[config.mk]
export PLATFORM = sky130hd
export DESIGN_NAME = poly_add_mod_flat
export DESIGN_NICKNAME = d
export VERILOG_FILES = /design/src/rtl/fv_enc_pkg.sv /design/src/rtl/axis_if.sv /design/src/rtl/axis_join2.sv /design/src/rtl/poly_add_mod.sv /design/src/flat_wrapper.sv
export SDC_FILE = /design/constraint.sdc
export NUM_CORES = 1
export LEC_CHECK = 0
export CAP_MARGIN = 30
export CORE_AREA = 3 3 137 139
export DETAILED_ROUTE_END_ITERATION = 10
export DIE_AREA = 0 0 140 142
export GPL_TIMING_DRIVEN = 1
export PLACE_DENSITY = 0.93
export SLEW_MARGIN = 20
export SYNTH_ARGS = -nofsm -noshare
export SYNTH_HDL_FRONTEND = slang
export SYNTH_HIERARCHICAL = 1
export SYNTH_SLANG_ARGS = --single-unit
[constraint.sdc]
create_clock -name clk -period 6.1 [get_ports clk]
set_input_delay 1.22 -clock clk [delete_from_list [all_inputs] [get_ports clk]]
set_output_delay 1.22 -clock clk [all_outputs]
set_load 0.01 [all_outputs]
[src/rtl/fv_enc_pkg.sv]
// Shared FV-encryption definitions: default modulus, coefficient type and
// the single-step modular reduction used after a coefficient add.
package fv_enc_pkg;

  localparam int QW_DEFAULT = 64;
  localparam logic [QW_DEFAULT-1:0] Q_DEFAULT = 64'hFFFF_FFFF_0000_0001;

  typedef logic [QW_DEFAULT-1:0] coef_t;
  typedef logic [QW_DEFAULT:0]   sum_t;

  // Both addends lie in [0, q), so the sum is below 2q and one conditional
  // subtract brings it back into range.
  function automatic coef_t add_mod_reduce(input sum_t sum, input sum_t q);
    return (sum >= q) ? coef_t'(sum - q) : coef_t'(sum);
  endfunction

endpackage

[src/rtl/axis_if.sv]
// Valid/ready coefficient stream with an end-of-polynomial marker.
interface axis_if #(
  parameter int W = 64
) ();

  logic [W-1:0] data;
  logic         vld;
  logic         last;
  logic         rdy;

  modport in  (input  data, vld, last, output rdy);
  modport out (output data, vld, last, input  rdy);

endinterface

[src/rtl/axis_join2.sv]
// Two-input stream join: a beat is taken from both streams together or from
// neither, and only when the downstream stage can advance.
module axis_join2 (
  input  logic a_vld,
  input  logic b_vld,
  input  logic adv,
  output logic a_rdy,
  output logic b_rdy,
  output logic pair_vld,
  output logic join_go
);

  // Each side is ready only if its partner has a beat waiting.
  assign pair_vld = a_vld & b_vld;
  assign a_rdy    = adv & b_vld;
  assign b_rdy    = adv & a_vld;
  assign join_go  = adv & pair_vld;

endmodule

[src/rtl/poly_add_mod.sv]
// Coefficient-wise (z + e) mod Q over two joined streams, two-stage pipeline,
// with a sticky framing-error flag.
// Optional macro POLY_ADD_MOD_LEN_CHK_EN adds a per-polynomial beat counter
// that also flags polynomials whose length is not N.
module poly_add_mod
  import fv_enc_pkg::*;
#(
  parameter int             N  = 16,
  parameter int             QW = 64,
  parameter logic [QW-1:0]  Q  = QW'(Q_DEFAULT)
) (
  input  logic clk,
  input  logic s_rst_n,
  axis_if.in   z,
  axis_if.in   e,
  axis_if.out  c,
  output logic err
);

  logic          adv;
  logic          pair_vld;
  logic          join_go;
  logic          s1_vld;
  logic          s1_last;
  logic [QW:0]   s1_sum;
  logic          c_vld_q;
  logic          c_last_q;
  logic [QW-1:0] c_data_q;
  logic [QW-1:0] c_data_d;
  logic          len_err;

  // The whole pipeline moves together whenever the output slot is free.
  assign adv = !c_vld_q | c.rdy;

  axis_join2 u_join (
    .a_vld    (z.vld),
    .b_vld    (e.vld),
    .adv      (adv),
    .a_rdy    (z.rdy),
    .b_rdy    (e.rdy),
    .pair_vld (pair_vld),
    .join_go  (join_go)
  );

  // Stage 1: capture the full-width sum of the joined pair.
  // NOTE: sequential state uses non-blocking assignments so every register
  // samples the pre-edge values of the others, whatever the block order.
  always_ff @(posedge clk) begin
    if (!s_rst_n) begin
      s1_vld  <= 1'b0;
      s1_last <= 1'b0;
      // NOTE: datapath registers are reset only to give a clean, defined
      // value; correctness relies on the valid bits alone.
      s1_sum  <= '0;
    end else begin
      if (adv) s1_vld <= pair_vld;
      if (join_go) begin
        s1_sum  <= {1'b0, z.data} + {1'b0, e.data};
        s1_last <= z.last;
      end
    end
  end

  // Reduce the stage-1 sum into [0, Q).
  always_comb begin
    c_data_d = QW'(add_mod_reduce(sum_t'(s1_sum), sum_t'({1'b0, Q})));
  end

  // Stage 2: output register, held stable while the consumer stalls.
  always_ff @(posedge clk) begin
    if (!s_rst_n) begin
      c_vld_q  <= 1'b0;
      c_last_q <= 1'b0;
      c_data_q <= '0;
    end else if (adv) begin
      c_vld_q  <= s1_vld;
      c_last_q <= s1_last;
      c_data_q <= c_data_d;
    end
  end

  assign c.vld  = c_vld_q;
  assign c.last = c_last_q;
  assign c.data = c_data_q;

`ifdef POLY_ADD_MOD_LEN_CHK_EN
  localparam int              CW       = (N > 1) ? $clog2(N) : 1;
  localparam logic [CW-1:0]   LAST_IDX = CW'(N - 1);

  logic [CW-1:0] cnt;

  // A polynomial is malformed if last arrives early, or fails to arrive on
  // the N-th beat.
  // NOTE: always_comb must assign every output on every path to avoid an
  // inferred latch; here a single full expression covers both cases.
  always_comb begin
    len_err = z.last ? (cnt != LAST_IDX) : (cnt == LAST_IDX);
  end

  // Beat index within the current polynomial; wraps on last or on beat N.
  always_ff @(posedge clk) begin
    if (!s_rst_n) begin
      cnt <= '0;
    end else if (join_go) begin
      cnt <= (z.last || cnt == LAST_IDX) ? '0 : cnt + CW'(1);
    end
  end
`else
  assign len_err = 1'b0;
`endif

  // Sticky framing error, cleared only by reset.
  always_ff @(posedge clk) begin
    if (!s_rst_n) begin
      err <= 1'b0;
    end else if (join_go && ((z.last != e.last) || len_err)) begin
      err <= 1'b1;
    end
  end

endmodule

[src/flat_wrapper.sv]
// flat-port wrapper written by rule: the top's interface ports become plain ports
module poly_add_mod_flat import fv_enc_pkg::*;
#(
  parameter int             N  = 16,
  parameter int             QW = 64,
  parameter logic [QW-1:0]  Q  = QW'(Q_DEFAULT)
)
  (clk, s_rst_n, err, z_data, z_vld, z_last, z_rdy, e_data, e_vld, e_last, e_rdy, c_data, c_vld, c_last, c_rdy);
  axis_if #(.W(QW)) z_i ();
  axis_if #(.W(QW)) e_i ();
  axis_if #(.W(QW)) c_i ();
  input  logic clk;
  input  logic s_rst_n;
  output logic err;
  input wire logic [$bits(z_i.data)-1:0] z_data;
  input wire logic [$bits(z_i.vld)-1:0] z_vld;
  input wire logic [$bits(z_i.last)-1:0] z_last;
  output wire logic [$bits(z_i.rdy)-1:0] z_rdy;
  input wire logic [$bits(e_i.data)-1:0] e_data;
  input wire logic [$bits(e_i.vld)-1:0] e_vld;
  input wire logic [$bits(e_i.last)-1:0] e_last;
  output wire logic [$bits(e_i.rdy)-1:0] e_rdy;
  output wire logic [$bits(c_i.data)-1:0] c_data;
  output wire logic [$bits(c_i.vld)-1:0] c_vld;
  output wire logic [$bits(c_i.last)-1:0] c_last;
  input wire logic [$bits(c_i.rdy)-1:0] c_rdy;
  assign z_i.data = z_data;
  assign z_i.vld = z_vld;
  assign z_i.last = z_last;
  assign z_rdy = z_i.rdy;
  assign e_i.data = e_data;
  assign e_i.vld = e_vld;
  assign e_i.last = e_last;
  assign e_rdy = e_i.rdy;
  assign c_data = c_i.data;
  assign c_vld = c_i.vld;
  assign c_last = c_i.last;
  assign c_i.rdy = c_rdy;
  poly_add_mod #(.N(N), .QW(QW), .Q(Q)) u_core (.clk(clk), .s_rst_n(s_rst_n), .z(z_i), .e(e_i), .c(c_i), .err(err));
endmodule
==> metrics <==
run status=finished, final reports clean; CTS H-tree depth=4; Setup Total Neg Slack=0 ns; syn_area_per_cell=7.75 µm²; # DRC=0; syn_nets=1452; CTS Buffer Depth=2; Max FO, Critical Path=6; endpoints failing setup=0; root buf cell=clkbuf_16; antenna cells=0; share of cells above drive strength 1=4.43%; Setup CP Type=in2reg; cells after synthesis=1250; Clk pin slew, worst setup/hold paths=0.06 ns; routed via count=10399; Detailed Routing Iterations Pass 1=7; antenna-violating nets left=0; dominant cells by area after synthesis=dfxtp_1, ha_1, a21oi_1; # port buffers=203; Max Clock Freq=211 MHz; Largest stage delay, worst path=0.58 ns; Tot GR Track Use=28.2%; PD cells=227 nW/µm²; worst slew pin tran=0.841 ns; CP Data Arrival Time=5.03 ns; #FFs+latches synth=134; Total Power=2.81 mW; final wirelength=29.1 mm; commonest non-fill, non-tap cells in the layout=clkdlybuf4s50_1, dfxtp_1, a21oi_1; pin count of the biggest net entering global routing=128; worst hold path class=reg2reg; P&R area growth vs syn=27.6%; Die X=140 µm; Slew HR=43.8%; clock skew=0.00895 ns; Post-CTS Hold Fix Bufs=0; TritonCTS Sinks=134; CP Capture Type=register; Final Hold Fails=0; sequential area share after synthesis=27.7%; Starting Density=54.5%; postcts setup bufs=0; CP max-delay cell=a221oi_1; DIE AREA=19900 µm²; first-pass GRT wire length=47.0 mm; CTS tree=yes; std cell rows=49; RSZ-0062 raised after global routing=false; RePlAce Congestion=0.975; Ports=204; CTS-repair resized insts=0; antenna violations before repair=2; Pins Over Slew Limit=0; core area=17800 µm²; Leak=4.76 nW; post-synth top area share=27.7%; starting DRC count in detailed routing=1059; Nets=1611; required time of the critical path=6.39 ns; GR Overflow Total=0; number of global-route vias before repair=9505; crit path cell chain=clkdlybuf4s50_1 > ha_1 > fa_1 > a21o_1 > a221oi_1 > nand4b_1 > nand3b_1 > a2111o_1 > a311oi_1 > o21ba_2 > o21a_1 > o211ai_1; post-DP HPWL=21.9 mm; Die Ht=142 µm; CP Launch Type=input port; Synth area leader=dfxtp_1; min cycle time layout=4.74 ns; Async S/R FF share, synth=0%; synthesized area=9690 µm²; Max Cap Viol=0; CTS buffer count=17; clock latency on the worst-skew pair=0.41 ns; synth warn=6; part of the cycle the worst path needs=77.7%; WL per Instance=17.6 µm; Unique masters post-synth=66; ys flop type=dfxtp_1; Post-synth EDFFs=0; FILL cells=1391; most common cell after layout, fill and taps aside=clkdlybuf4s50_1; detailed-route vias per instance=6.30; peak supply drop=0.180 mV
-- cell families after synthesis --
logic type,count (synthesis),share of synthesized area [%]
AND/OR/NAND/NOR,424,22.3
buffers and inverters,102,4.04
flip-flops,134,27.7
AO/OA/AOI/OAI,397,25.5
multiplexers,28,2.89
adder cells (fa/ha/maj),67,8.73
XOR/XNOR,98,8.86
-- sequential cells by signal, indices dropped and copies added (netlist names) --
name            cells
u_core/s1_vld       1
u_core/c.data      64
u_core/c.vld        1
u_core/s1_sum      65
u_core/err          1
u_core/s1_last      1
u_core/c.last       1
-- report_power, final --
group	internal (mW)	switching, mW	leakage [nW]
clock	0.538	0.427	0.269
sequential	0.942	0.0689	1.09
combinational	0.380	0.451	3.39
-- worst paths after layout --
| check | slack (ns) | endpoint | cells past startpoint | startpoint |
|---|---|---|---|---|
| worst max-delay path | 1.36 | u_core/s1_sum[58] | 12 | z_data[0] |
| worst min-delay path | 0.45 | u_core/c.last | 2 | u_core/c.last |
| worst max register to register | 2.43 | u_core/c.data[54] | 9 | u_core/s1_sum[2] |
| worst min register to register | 0.45 | u_core/c.last | 2 | u_core/c.last |
-- worst max-delay path, delay by kind of cell --
family	cells	cell delay [ns]
adder cells (fa/ha/maj)	2	0.64
AND/OR/NAND/NOR	2	0.44
buffers and inverters	1	0.41
AO/OA/AOI/OAI	7	2.30
-- synth_stat cells (5+ instances only) --
cell	n
o21a_1	18
nand3b_1	16
nor2_1	100
ha_1	66
a211oi_1	20
a31oi_1	12
clkbuf_1	62
buf_1	5
nor2b_1	10
xnor2_1	41
and3_1	16
and2_1	9
xor2_1	57
o21bai_1	14
nor4_1	7
inv_1	33
nor3b_1	6
dfxtp_1	134
a311o_1	5
nand2_1	100
nand4_1	26
or2_2	5
mux2i_1	28
nand2b_1	7
nor3_1	29
and4_1	8
o21ai_0	105
a21o_1	29
or3_1	18
or4_1	6
a21oi_1	129
nand3_1	47
a221o_1	6
o211ai_1	15
-- metrics by stage --
step	setup slack [ns]	cell area, µm²	cells	util, %	hold slack, ns
CTS	1.48	12300	1650	69.4	0.454
floorplan	2.00	9690	1250	-	0.432
finish	1.36	12400	1651	69.5	0.452
global placement	1.18	11800	1618	66.2	0.437
detailed placement	1.08	11800	1618	66.2	0.446
global route	1.20	12400	1651	69.5	0.481
-- routing by layer --
| layer | vias to the layer above | share of wire (%) | track usage, % |
|---|---|---|---|
| met4 | 4 | 2.5 | 9.48 |
| met3 | 75 | 8.4 | 4.37 |
| met5 | - | 0.086 | 0 |
| met2 | 535 | 44 | 42.8 |
| li1 | 4917 | - | - |
| met1 | 4868 | 45 | 41.1 |
-- layout make-up --
| cell class | count | area (µm²) | area share, % |
|---|---|---|---|
| multi-input combinational | 1014 | 6610 | 53.5 |
| sequential | 134 | 2680 | 21.7 |
| timing repair buffer | 209 | 2080 | 16.9 |
| clock buffer | 17 | 425 | 3.44 |
| tap | 229 | 287 | 2.32 |
| clock inverter | 15 | 138 | 1.11 |
| inverter | 33 | 125 | 1.01 |
No activity file was read; power rests on OpenSTA's default activity.
